===== src/rtl/out_bus_arbiter_pkg.sv =====
// ============================================================================
// out_arb_pkg : shared state encoding, default sizes, one-hot helper
// Rev 1.0
// ============================================================================
`default_nettype none

package out_arb_pkg;

  typedef enum logic [0:0] {
    IDLE = 1'b0,
    HOLD = 1'b1
  } arb_state_t;

  localparam int DEF_DATA_W      = 10;
  localparam int DEF_NUM_REQ     = 4;
  localparam int DEF_HOLD_CYCLES = 16;
  localparam int MAX_REQ         = 8;

  function automatic logic [MAX_REQ-1:0] onehot(input logic [2:0] idx);
    logic [MAX_REQ-1:0] v;
    v      = '0;
    v[idx] = 1'b1;
    return v;
  endfunction

endpackage

`default_nettype wire


===== src/rtl/out_bus_arbiter_rr_pick.sv =====
// ============================================================================
// rr_pick : combinational round-robin picker (rotate, find-first, un-rotate)
// Rev 1.0
// ============================================================================
`default_nettype none

module rr_pick
  import out_arb_pkg::*;
#(
  parameter int NUM_REQ = DEF_NUM_REQ,
  parameter int IDX_W   = $clog2(DEF_NUM_REQ)
) (
  input  logic [NUM_REQ-1:0] req_in,
  input  logic [IDX_W-1:0]   ptr_in,
  output logic               found_out,
  output logic [IDX_W-1:0]   idx_out
);

  logic [2*NUM_REQ-1:0] w_dbl;
  logic [NUM_REQ-1:0]   w_rot;
  logic [IDX_W-1:0]     w_off;
  logic [IDX_W:0]       w_sum;

  // Bit 0 of the rotated vector is the requester at the pointer.
  assign w_dbl = {req_in, req_in} >> ptr_in;
  assign w_rot = w_dbl[NUM_REQ-1:0];

  always_comb begin
    found_out = 1'b0;
    w_off     = '0;
    for (int i = NUM_REQ - 1; i >= 0; i--) begin
      if (w_rot[i]) begin
        found_out = 1'b1;
        w_off     = IDX_W'(i);
      end
    end
  end

  assign w_sum = {1'b0, ptr_in} + {1'b0, w_off};

  always_comb begin
    if (w_sum >= (IDX_W+1)'(NUM_REQ)) begin
      idx_out = IDX_W'(w_sum - (IDX_W+1)'(NUM_REQ));
    end else begin
      idx_out = w_sum[IDX_W-1:0];
    end
  end

endmodule

`default_nettype wire


===== src/rtl/out_bus_arbiter.sv =====
// ============================================================================
// out_bus_arbiter : round-robin grant of a shared output bus, fixed hold window
// Rev 1.0
// ============================================================================
`default_nettype none

module out_bus_arbiter
  import out_arb_pkg::*;
#(
  parameter int NUM_REQ     = DEF_NUM_REQ,
  parameter int DATA_W      = DEF_DATA_W,
  parameter int HOLD_CYCLES = DEF_HOLD_CYCLES
) (
  input  logic                      clk_in,
  input  logic                      rst_n,
  input  logic                      enable_in,
  input  logic [NUM_REQ-1:0]        req_in,
  input  logic [NUM_REQ*DATA_W-1:0] data_in,
  output logic [DATA_W-1:0]         out_data,
  output logic                      out_valid,
  output logic [NUM_REQ-1:0]        grant_out,
  output logic [NUM_REQ-1:0]        done_out,
  output logic                      busy_out
);

  localparam int IDX_W = $clog2(NUM_REQ);
  localparam int CNT_W = $clog2(HOLD_CYCLES + 1);

  arb_state_t         r_state, w_state_nxt;
  logic [CNT_W-1:0]   r_cnt, w_cnt_nxt;
  logic [IDX_W-1:0]   r_ptr, w_ptr_nxt;
  logic [IDX_W-1:0]   r_gnt_idx, w_gnt_idx_nxt;
  logic [DATA_W-1:0]  r_data, w_data_nxt;
  logic               r_valid, w_valid_nxt;
  logic               r_busy, w_busy_nxt;
  logic [NUM_REQ-1:0] r_grant, w_grant_nxt;
  logic [NUM_REQ-1:0] r_done, w_done_nxt;

  logic               w_found;
  logic [IDX_W-1:0]   w_pick_idx;
  logic [DATA_W-1:0]  w_pick_data;
  logic [MAX_REQ-1:0] w_pick_oh8;
  logic [MAX_REQ-1:0] w_gnt_oh8;
  logic               w_grant_now;
  logic               w_hold_end;

  rr_pick #(
    .NUM_REQ (NUM_REQ),
    .IDX_W   (IDX_W)
  ) u_rr_pick (
    .req_in    (req_in),
    .ptr_in    (r_ptr),
    .found_out (w_found),
    .idx_out   (w_pick_idx)
  );

  assign w_pick_data = data_in[int'(w_pick_idx)*DATA_W +: DATA_W];
  assign w_pick_oh8  = onehot(3'(w_pick_idx));
  assign w_gnt_oh8   = onehot(3'(r_gnt_idx));
  assign w_grant_now = (r_state == IDLE) && enable_in && w_found;
  assign w_hold_end  = (r_state == HOLD) && (r_cnt == '0);

  always_ff @(posedge clk_in or negedge rst_n) begin
    if (!rst_n) begin
      r_state <= IDLE;
    end else begin
      r_state <= w_state_nxt;
    end
  end

  always_comb begin
    w_state_nxt = r_state;
    case (r_state)
      IDLE:    if (w_grant_now) w_state_nxt = HOLD;
      HOLD:    if (w_hold_end)  w_state_nxt = IDLE;
      default: w_state_nxt = IDLE;
    endcase
  end

  // done_out defaults low so it is a single-cycle pulse after each hold.
  always_comb begin
    w_cnt_nxt     = r_cnt;
    w_ptr_nxt     = r_ptr;
    w_gnt_idx_nxt = r_gnt_idx;
    w_data_nxt    = r_data;
    w_valid_nxt   = r_valid;
    w_busy_nxt    = r_busy;
    w_grant_nxt   = r_grant;
    w_done_nxt    = '0;
    case (r_state)
      IDLE: begin
        if (w_grant_now) begin
          w_data_nxt    = w_pick_data;
          w_valid_nxt   = 1'b1;
          w_busy_nxt    = 1'b1;
          w_grant_nxt   = w_pick_oh8[NUM_REQ-1:0];
          w_gnt_idx_nxt = w_pick_idx;
          w_cnt_nxt     = CNT_W'(HOLD_CYCLES - 1);
        end
      end
      HOLD: begin
        if (r_cnt != '0) begin
          w_cnt_nxt = r_cnt - 1'b1;
        end else begin
          w_valid_nxt = 1'b0;
          w_busy_nxt  = 1'b0;
          w_grant_nxt = '0;
          w_done_nxt  = w_gnt_oh8[NUM_REQ-1:0];
          if (r_gnt_idx == IDX_W'(NUM_REQ - 1)) begin
            w_ptr_nxt = '0;
          end else begin
            w_ptr_nxt = r_gnt_idx + 1'b1;
          end
        end
      end
      default: ;
    endcase
  end

  always_ff @(posedge clk_in or negedge rst_n) begin
    if (!rst_n) begin
      r_cnt     <= '0;
      r_ptr     <= '0;
      r_gnt_idx <= '0;
      r_data    <= '0;
      r_valid   <= 1'b0;
      r_busy    <= 1'b0;
      r_grant   <= '0;
      r_done    <= '0;
    end else begin
      r_cnt     <= w_cnt_nxt;
      r_ptr     <= w_ptr_nxt;
      r_gnt_idx <= w_gnt_idx_nxt;
      r_data    <= w_data_nxt;
      r_valid   <= w_valid_nxt;
      r_busy    <= w_busy_nxt;
      r_grant   <= w_grant_nxt;
      r_done    <= w_done_nxt;
    end
  end

  assign out_data  = r_data;
  assign out_valid = r_valid;
  assign busy_out  = r_busy;
  assign grant_out = r_grant;
  assign done_out  = r_done;

endmodule

`default_nettype wire

===== config.mk =====
export PLATFORM = sky130hd
export DESIGN_NAME = out_bus_arbiter
export DESIGN_NICKNAME = d
export VERILOG_FILES = /design/src/rtl/out_bus_arbiter_pkg.sv /design/src/rtl/out_bus_arbiter_rr_pick.sv /design/src/rtl/out_bus_arbiter.sv
export SDC_FILE = /design/constraint.sdc
export NUM_CORES = 1
export LEC_CHECK = 0
export BUFFER_PORTS_ARGS = -buffer_cell sky130_fd_sc_hd__buf_4
export CORE_MARGIN = 8
export CORE_UTILIZATION = 46
export CTS_BUF_LIST = sky130_fd_sc_hd__clkbuf_16
export DETAILED_ROUTE_END_ITERATION = 7
export GPL_TIMING_DRIVEN = 1
export PLACE_DENSITY = 0.76
export SLEW_MARGIN = 20
export SYNTH_ARGS = -nofsm -noshare
export SYNTH_HDL_FRONTEND = slang
export SYNTH_SLANG_ARGS = --single-unit

===== constraint.sdc =====
create_clock -name clk_in -period 2.5 [get_ports clk_in]
set_input_delay 0.5 -clock clk_in [delete_from_list [all_inputs] [get_ports clk_in]]
set_output_delay 0.5 -clock clk_in [all_outputs]
set_load 0.05 [all_outputs]

Word level (Yosys, flattened, before mapping). Index checks and enable logic that the tools add are counted.

Flip-flop bits (word level): 29. Input port bits: 47. Output and inout bits: 20. Word-level logic and storage cells: 65.

$add $sub $neg: 4. Multipliers: 1. $lt $le $gt $ge: 5. Equal/unequal tests: 4. Shift operators: 2. Multiplexer cells: 28. Bitwise gates (word level): 2. Reduce and logical (&&, ||, !) cells: 11.

Operators by type and width (number): 40-bit by 7-bit variable part select with 10-bit output (1); 4-bit two-way mux (4); 2-bit two-way mux (6); 1-bit two-way mux (10); 5-bit two-way mux (2); 5-bit one-hot mux with 2 select lines (1); 2-bit by 4-bit < comparator with 1-bit output, second input constant (2); 4-bit one-hot mux with 2 select lines (1); 2-bit AND reduction (4); 8-bit by 2-bit right shift with 4-bit output (1); 1-bit logical AND (5); 5-bit zero test (1); 2-bit by 3-bit multiplier with 5-bit output, second input constant (1); 5-bit nonzero test (1); 5-bit by 1-bit subtractor with 5-bit output, second input constant (1); 1-bit demux with 2-bit select (2); 2-bit by 1-bit greater-or-equal comparator with 1-bit output, second input constant (2); 2-bit inequality test, second input constant (2); 1-bit one-hot mux with 2 select lines (2); 2-bit by 2-bit adder with 3-bit output (1); 3-bit greater-or-equal comparator, second input constant (1); 2-bit by 1-bit adder with 2-bit output, second input constant (1); 2-bit equality test, second input constant (1); 2-bit by 1-bit inequality test with 1-bit output, second input constant (1); other kinds (2) (3).

Logic depth before layout (Yosys ltp).
Depth after elaboration: 14. Gate-level depth with buffers: 11.

Cells and area by module. From an unflattened synthesis, not the netlist that was laid out.

Cells, all modules: 129. Area total of the unflattened synthesis: 1625.3 µm².

By module, submodules not included: out_bus_arbiter (instances 1, cells an instance 106, area an instance 1445.1 µm², seq. area each 725.7 µm²); rr_pick (instances 1, cells an instance 23, area an instance 180.2 µm², seq. area each 0.0 µm²).

Worst setup path after synthesis. Ideal clock, no wire load.

Path type: in2reg. From: input req_in[2]. To: register r_data[0] (netlist: out_data[0]). Arrival: 2287 ps. Data required time: 2372 ps. Setup slack: 85 ps. Cell stages on the path: 9. Path buffers: 1. Path through: buf_6 -> o311ai_0 -> o21ai_0 -> o221ai_1 -> ha_1 -> xor2_1 -> nand4_2 -> a221oi_1 -> o31ai_2.

Cells in the longest elaborated chain, start to end: 10.

RTL lines: start: declaration (RTL line out_bus_arbiter.sv:17) `input logic [NUM_REQ-1:0] req_in,`; 8-bit by 2-bit right shift with 4-bit output (*) (RTL line out_bus_arbiter_rr_pick.sv:25) `assign w_dbl = {req_in, req_in} >> ptr_in;`; 2-bit two-way mux (4 in a row) (RTL line out_bus_arbiter_rr_pick.sv:32) `if (w_rot[i]) begin`; 2-bit by 2-bit adder with 3-bit output (RTL line out_bus_arbiter_rr_pick.sv:39) `assign w_sum = {1'b0, ptr_in} + {1'b0, w_off};`; 3-bit greater-or-equal comparator or 2-bit by 1-bit subtractor with 2-bit output (tied branches) (RTL line out_bus_arbiter_rr_pick.sv:42, out_bus_arbiter_rr_pick.sv:43); 2-bit two-way mux (RTL line out_bus_arbiter_rr_pick.sv:42) `if (w_sum >= (IDX_W+1)'(NUM_REQ)) begin`; 2-bit by 3-bit multiplier with 5-bit output (RTL line out_bus_arbiter.sv:57) `assign w_pick_data = data_in[int'(w_pick_idx)*DATA_W +: DATA_W];`; 40-bit by 7-bit variable part select with 10-bit output (RTL line out_bus_arbiter.sv:57); end signal: assignment (RTL line out_bus_arbiter.sv:134) `r_data <= w_data_nxt;`; end: declaration (RTL line out_bus_arbiter.sv:33) `logic [DATA_W-1:0] r_data, w_data_nxt;`.

Every way passes the cells marked *; elsewhere a longest branch is shown, timed or not. A chain may end at the register's enable or synchronous reset.

Final worst setup path.
From: register r_ptr[0]. To: register r_data[9] (netlist: out_data[9]).

Cells in the longest elaborated chain, start to end: 10.

RTL lines: start: declaration (RTL line out_bus_arbiter.sv:31) `logic [IDX_W-1:0] r_ptr, w_ptr_nxt;`; start signal: assignment (RTL line out_bus_arbiter.sv:132) `r_ptr <= w_ptr_nxt;`; 8-bit by 2-bit right shift with 4-bit output (RTL line out_bus_arbiter_rr_pick.sv:25); 2-bit two-way mux (4 in a row) (RTL line out_bus_arbiter_rr_pick.sv:32); 2-bit by 2-bit adder with 3-bit output (RTL line out_bus_arbiter_rr_pick.sv:39); 3-bit greater-or-equal comparator or 2-bit by 1-bit subtractor with 2-bit output (tied branches) (RTL line out_bus_arbiter_rr_pick.sv:42, out_bus_arbiter_rr_pick.sv:43); 2-bit two-way mux (RTL line out_bus_arbiter_rr_pick.sv:42); 2-bit by 3-bit multiplier with 5-bit output (RTL line out_bus_arbiter.sv:57); 40-bit by 7-bit variable part select with 10-bit output (RTL line out_bus_arbiter.sv:57).

Parallel ways exist; a longest one is shown, timed or not.

==> impl_metrics.csv <==
group,metric,value,unit
synth,synth_cells,193,
route,viasPerCell,5.48,
clocking,clk_transition_reported_paths,0.05,ns
synth,ys_ff_latch,29,
die,ioPinCount,67,
critical_path,required,2.64,ns
die,floorplan.die_area,6860,um2
sta,tcrit_tclk_final,0.916,
power,switching_power,1870,uW
global_routing,grt.overflow.total,0,
critical_path,critical_path_endpoint_category,"flip-flop",
critical_path,cp_data_arrival_time,2.43,ns
die,rows,24,
power,p_clk_frac,0.138,
place,post-place-cells,310,
sta,period_needed,2.29,ns
global_routing,first_global_vias,1821,
critical_path,critPathTopFamily,"compound AO/OA/AOI/OAI gates",
route,postRouteAntennaNets,0,
die,core_region_area,4320,um2
clocking,postCtsSetupBuffers,0,
job,max-cap-violations,0,
clocking,clkSinkCount,29,
sta,maxSlewHeadroom,0.682,
place,detailedPlacementHpwl,4020,um
place,placement.io_buffers,66,
layout,drive_above_1_share,0.436,
critical_path,crit_path_max_fanout,10,
route,dr.pass1.iters,4,
route,routed_wire_length_per_instance,16.3,um
die,initial_utilization,0.475,
sta,final_hold_violation_count,0,
layout,syn2layout_area_growth,37.7,%
route,detail_route.drc_violations,0,
global_routing,grt_usage,0.151,
sta,timing_worst_slew_pin_value,0.477,ns
route,wl,5180,um
synth,netlist_area,2060,um2
route,detailedRoute.firstIterationViolations,69,
die,floorplan.die.width,82.9,um
synth,synthesis.nets,246,
critical_path,critical_path_buf_inv_count,1,
route,number_of_vias_after_detailed_routing,1742,
power,power_leakage,0.00125,uW
critical_path,critical_path.cell_chain,"o311ai_1 -> o21ai_0 -> o221ai_1 -> ha_2 -> xor2_2 -> nand4_2 -> buf_12 -> a221oi_1 -> o31ai_2",
run_status,status,"finished clean",
sta,maxSlewViolCount,0,
power,cellInternalPower,2110,uW
synth,yosys.cell_types.count,47,
power,irDropWorstVdd,0.694,mV
sta,clock.fmax,437,MHz
clocking,clockBufferDepth,2,
critical_path,crit_path_max_incr_delay,0.42,ns
critical_path,worstSetupPathType,"reg2reg",
global_routing,grt_max_degree,30,
clocking,cts-buffers-inserted,5,
layout,final_cell_area,2830,um2
synth,syn_avg_cell_area,10.7,um2
sta,setup_viol,0,
clocking,worst_skew_pair.late_latency,0.27,ns
die,die_y,82.9,um
sta,finClkSkew,0.00234,ns
clocking,cts-root-buf,"sky130_fd_sc_hd__clkbuf_16",
critical_path,timing.critical_path.slowest_stage_cell,"sky130_fd_sc_hd__dfrtp_1",
clocking,htree_num_levels,2,
synth,count_of_warnings_emitted_by_yosys,0,
layout,num-nets-final,318,
sta,rsz0062_at_grt,"no",
power,power_frac_comb,0.662,
layout,post_layout_nonfiller_instances,318,
global_routing,grt_pass1_wl,8870,um
power,power-per-cell-area,1410,nW/um2
layout,n_antenna_cell,0,
global_routing,grt_antenna_before_repair,0,
synth,seq_area_frac_synth,0.353,
critical_path,start_kind,"flip-flop",
power,share_seq_of_total_power,0.200,
place,dpl_cell_area,2680,um2
power,power_switching_share,0.470,
hold_path,hold_path.class,"in2async",
clocking,tritoncts,"yes",
place,finalWeightedCongestion,0.818,
[worst paths after layout]
path | startpoint | endpoint | slack, ns | depth (start not counted)
setup / recovery | r_ptr[0]$_DFFE_PN0P_ | out_data[9]$_DFFE_PN0P_ | 0.21 | 9
hold / removal | rst_n | r_cnt[1]$_DFFE_PN0P_ | 0.14 | 1
setup reg to reg | r_ptr[0]$_DFFE_PN0P_ | out_data[9]$_DFFE_PN0P_ | 0.21 | 9
hold reg to reg | out_data[4]$_DFFE_PN0P_ | out_data[4]$_DFFE_PN0P_ | 0.49 | 2
max in group asynchronous | rst_n | out_data[7]$_DFFE_PN0P_ | 2.09 | 1
min in group clk_in | out_data[4]$_DFFE_PN0P_ | out_data[4]$_DFFE_PN0P_ | 0.49 | 2
[power groups by stage]
| stage | combinational, uW | clock, uW | sequential [uW] |
|---|---|---|---|
| global placement | 2570 | 0 | 788 |
| floorplan | 1570 | 0 | 1130 |
| detailed placement | 2620 | 0 | 799 |
| global route | 2850 | 576 | 821 |
| CTS | 2620 | 564 | 794 |
| finish | 2630 | 551 | 794 |
[layer usage]
| metal | GRT usage | vias up | routed length (um) | part of all wire |
|---|---|---|---|---|
| li1 | - | 859 | - | - |
| met1 | 0.180 | 829 | 2160 | 0.42 |
| met2 | 0.256 | 47 | 2680 | 0.52 |
| met3 | 0.0332 | 7 | 240 | 0.046 |
| met4 | 0.0623 | 0 | 100 | 0.019 |
| met5 | 0 | - | 0 | 0 |
[logic make-up (layout without fill, tap and decap cells)]
logic type               after synthesis  in the layout  synth area share
flip-flops                            29             29             0.353
AND/OR/NAND/NOR                       79             79             0.223
adder cells (fa/ha/maj)                6              6            0.0365
buffers and inverters                 20             93            0.0615
XOR/XNOR                               2              2           0.00852
multiplexers                           1              1           0.00669
AO/OA/AOI/OAI                         56             56             0.310
[area by class of cell]
class                           instances  area, um2
Clock inverter                          3       12.5
Clock buffer                            5        125
Inverter                                5       18.8
Tap cell                               52       65.1
Timing Repair Buffer                   80        663
Fill cell                             354       1490
Multi-Input combinational cell        144       1220
Sequential cell                        29        726
[sequential cells by signal, indices dropped and copies added, names as in the netlist]
name       count
out_data      10
r_cnt          5
done_out       4
grant_out      4
r_gnt_idx      2
r_ptr          2
busy_out       1
r_state        1
[cell usage after synthesis, drive strengths merged]
library cell | count | area, um2
nor2b | 23 | 144
nand4 | 1 | 12.5
nor3 | 3 | 20.0
inv | 5 | 18.8
dfrtp | 29 | 726
o311ai | 1 | 8.76
o221ai | 1 | 8.76
or2 | 1 | 6.26
nor3b | 3 | 27.5
or3b | 2 | 17.5
nand2 | 23 | 86.3
a21boi | 1 | 7.51
a2111oi | 10 | 219
o22ai | 1 | 6.26
xor2 | 1 | 8.76
a31oi | 3 | 33.8
nand3 | 5 | 25.0
nor4 | 1 | 21.3
mux2i | 1 | 13.8
buf | 10 | 88.8
xnor2 | 1 | 8.76
a221oi | 10 | 87.6
o21a | 2 | 16.3
o41ai | 2 | 25.0
nor2 | 6 | 25.0
o21ai | 9 | 48.8
or3 | 1 | 11.3
a22o | 2 | 17.5
nand2b | 5 | 31.3
ha | 6 | 75.1
o31ai | 14 | 159
clkbuf | 5 | 18.8
and2 | 5 | 31.3
[stage by stage]
stage / TNS, ns / setup slack, ns / total power, uW / utilization / hold WS [ns]
after global routing: 0 / 0.0489 / 4250 / 0.655 / 0.183
after CTS: 0 / 0.0761 / 3980 / 0.651 / 0.161
after global placement: -0.299 / -0.0841 / 3350 / 0.619 / 0.447
final: 0 / 0.211 / 3980 / 0.655 / 0.143
after detailed placement: -0.737 / -0.104 / 3420 / 0.619 / 0.450
after floorplan: 0 / 0.0854 / 2700 / - / 0.204
[cell usage in the layout, fill, tap and decap left out, types with 2 or more instances in the layout]
cell,netlist,final
sky130_fd_sc_hd__buf_4,2,75
sky130_fd_sc_hd__dfrtp_1,29,29
sky130_fd_sc_hd__nand2_1,23,23
sky130_fd_sc_hd__nor2b_1,23,23
sky130_fd_sc_hd__a221oi_1,10,10
sky130_fd_sc_hd__o31ai_2,8,8
sky130_fd_sc_hd__a2111oi_4,7,7
sky130_fd_sc_hd__nor2_1,5,5
sky130_fd_sc_hd__o21ai_0,5,5
sky130_fd_sc_hd__nand2b_1,5,5
sky130_fd_sc_hd__inv_1,5,5
sky130_fd_sc_hd__nand3_1,5,5
sky130_fd_sc_hd__and2_1,5,5
sky130_fd_sc_hd__o31ai_1,5,5
sky130_fd_sc_hd__ha_1,6,5
sky130_fd_sc_hd__clkbuf_16,0,5
sky130_fd_sc_hd__buf_12,1,5
sky130_fd_sc_hd__o21ai_1,3,3
sky130_fd_sc_hd__a2111oi_0,3,3
sky130_fd_sc_hd__or3b_1,2,2
sky130_fd_sc_hd__nor3_1,2,2
sky130_fd_sc_hd__nor3b_1,2,2
sky130_fd_sc_hd__a22o_1,2,2
sky130_fd_sc_hd__a31oi_1,2,2
sky130_fd_sc_hd__clkinv_1,0,2
[timing repair]
action                                  4_1_cts  5_1_grt
endpoints found under the setup margin        0       10
hold buffers                                  0        0
resized for setup                             0        4
(Power assumes the default switching activity.)
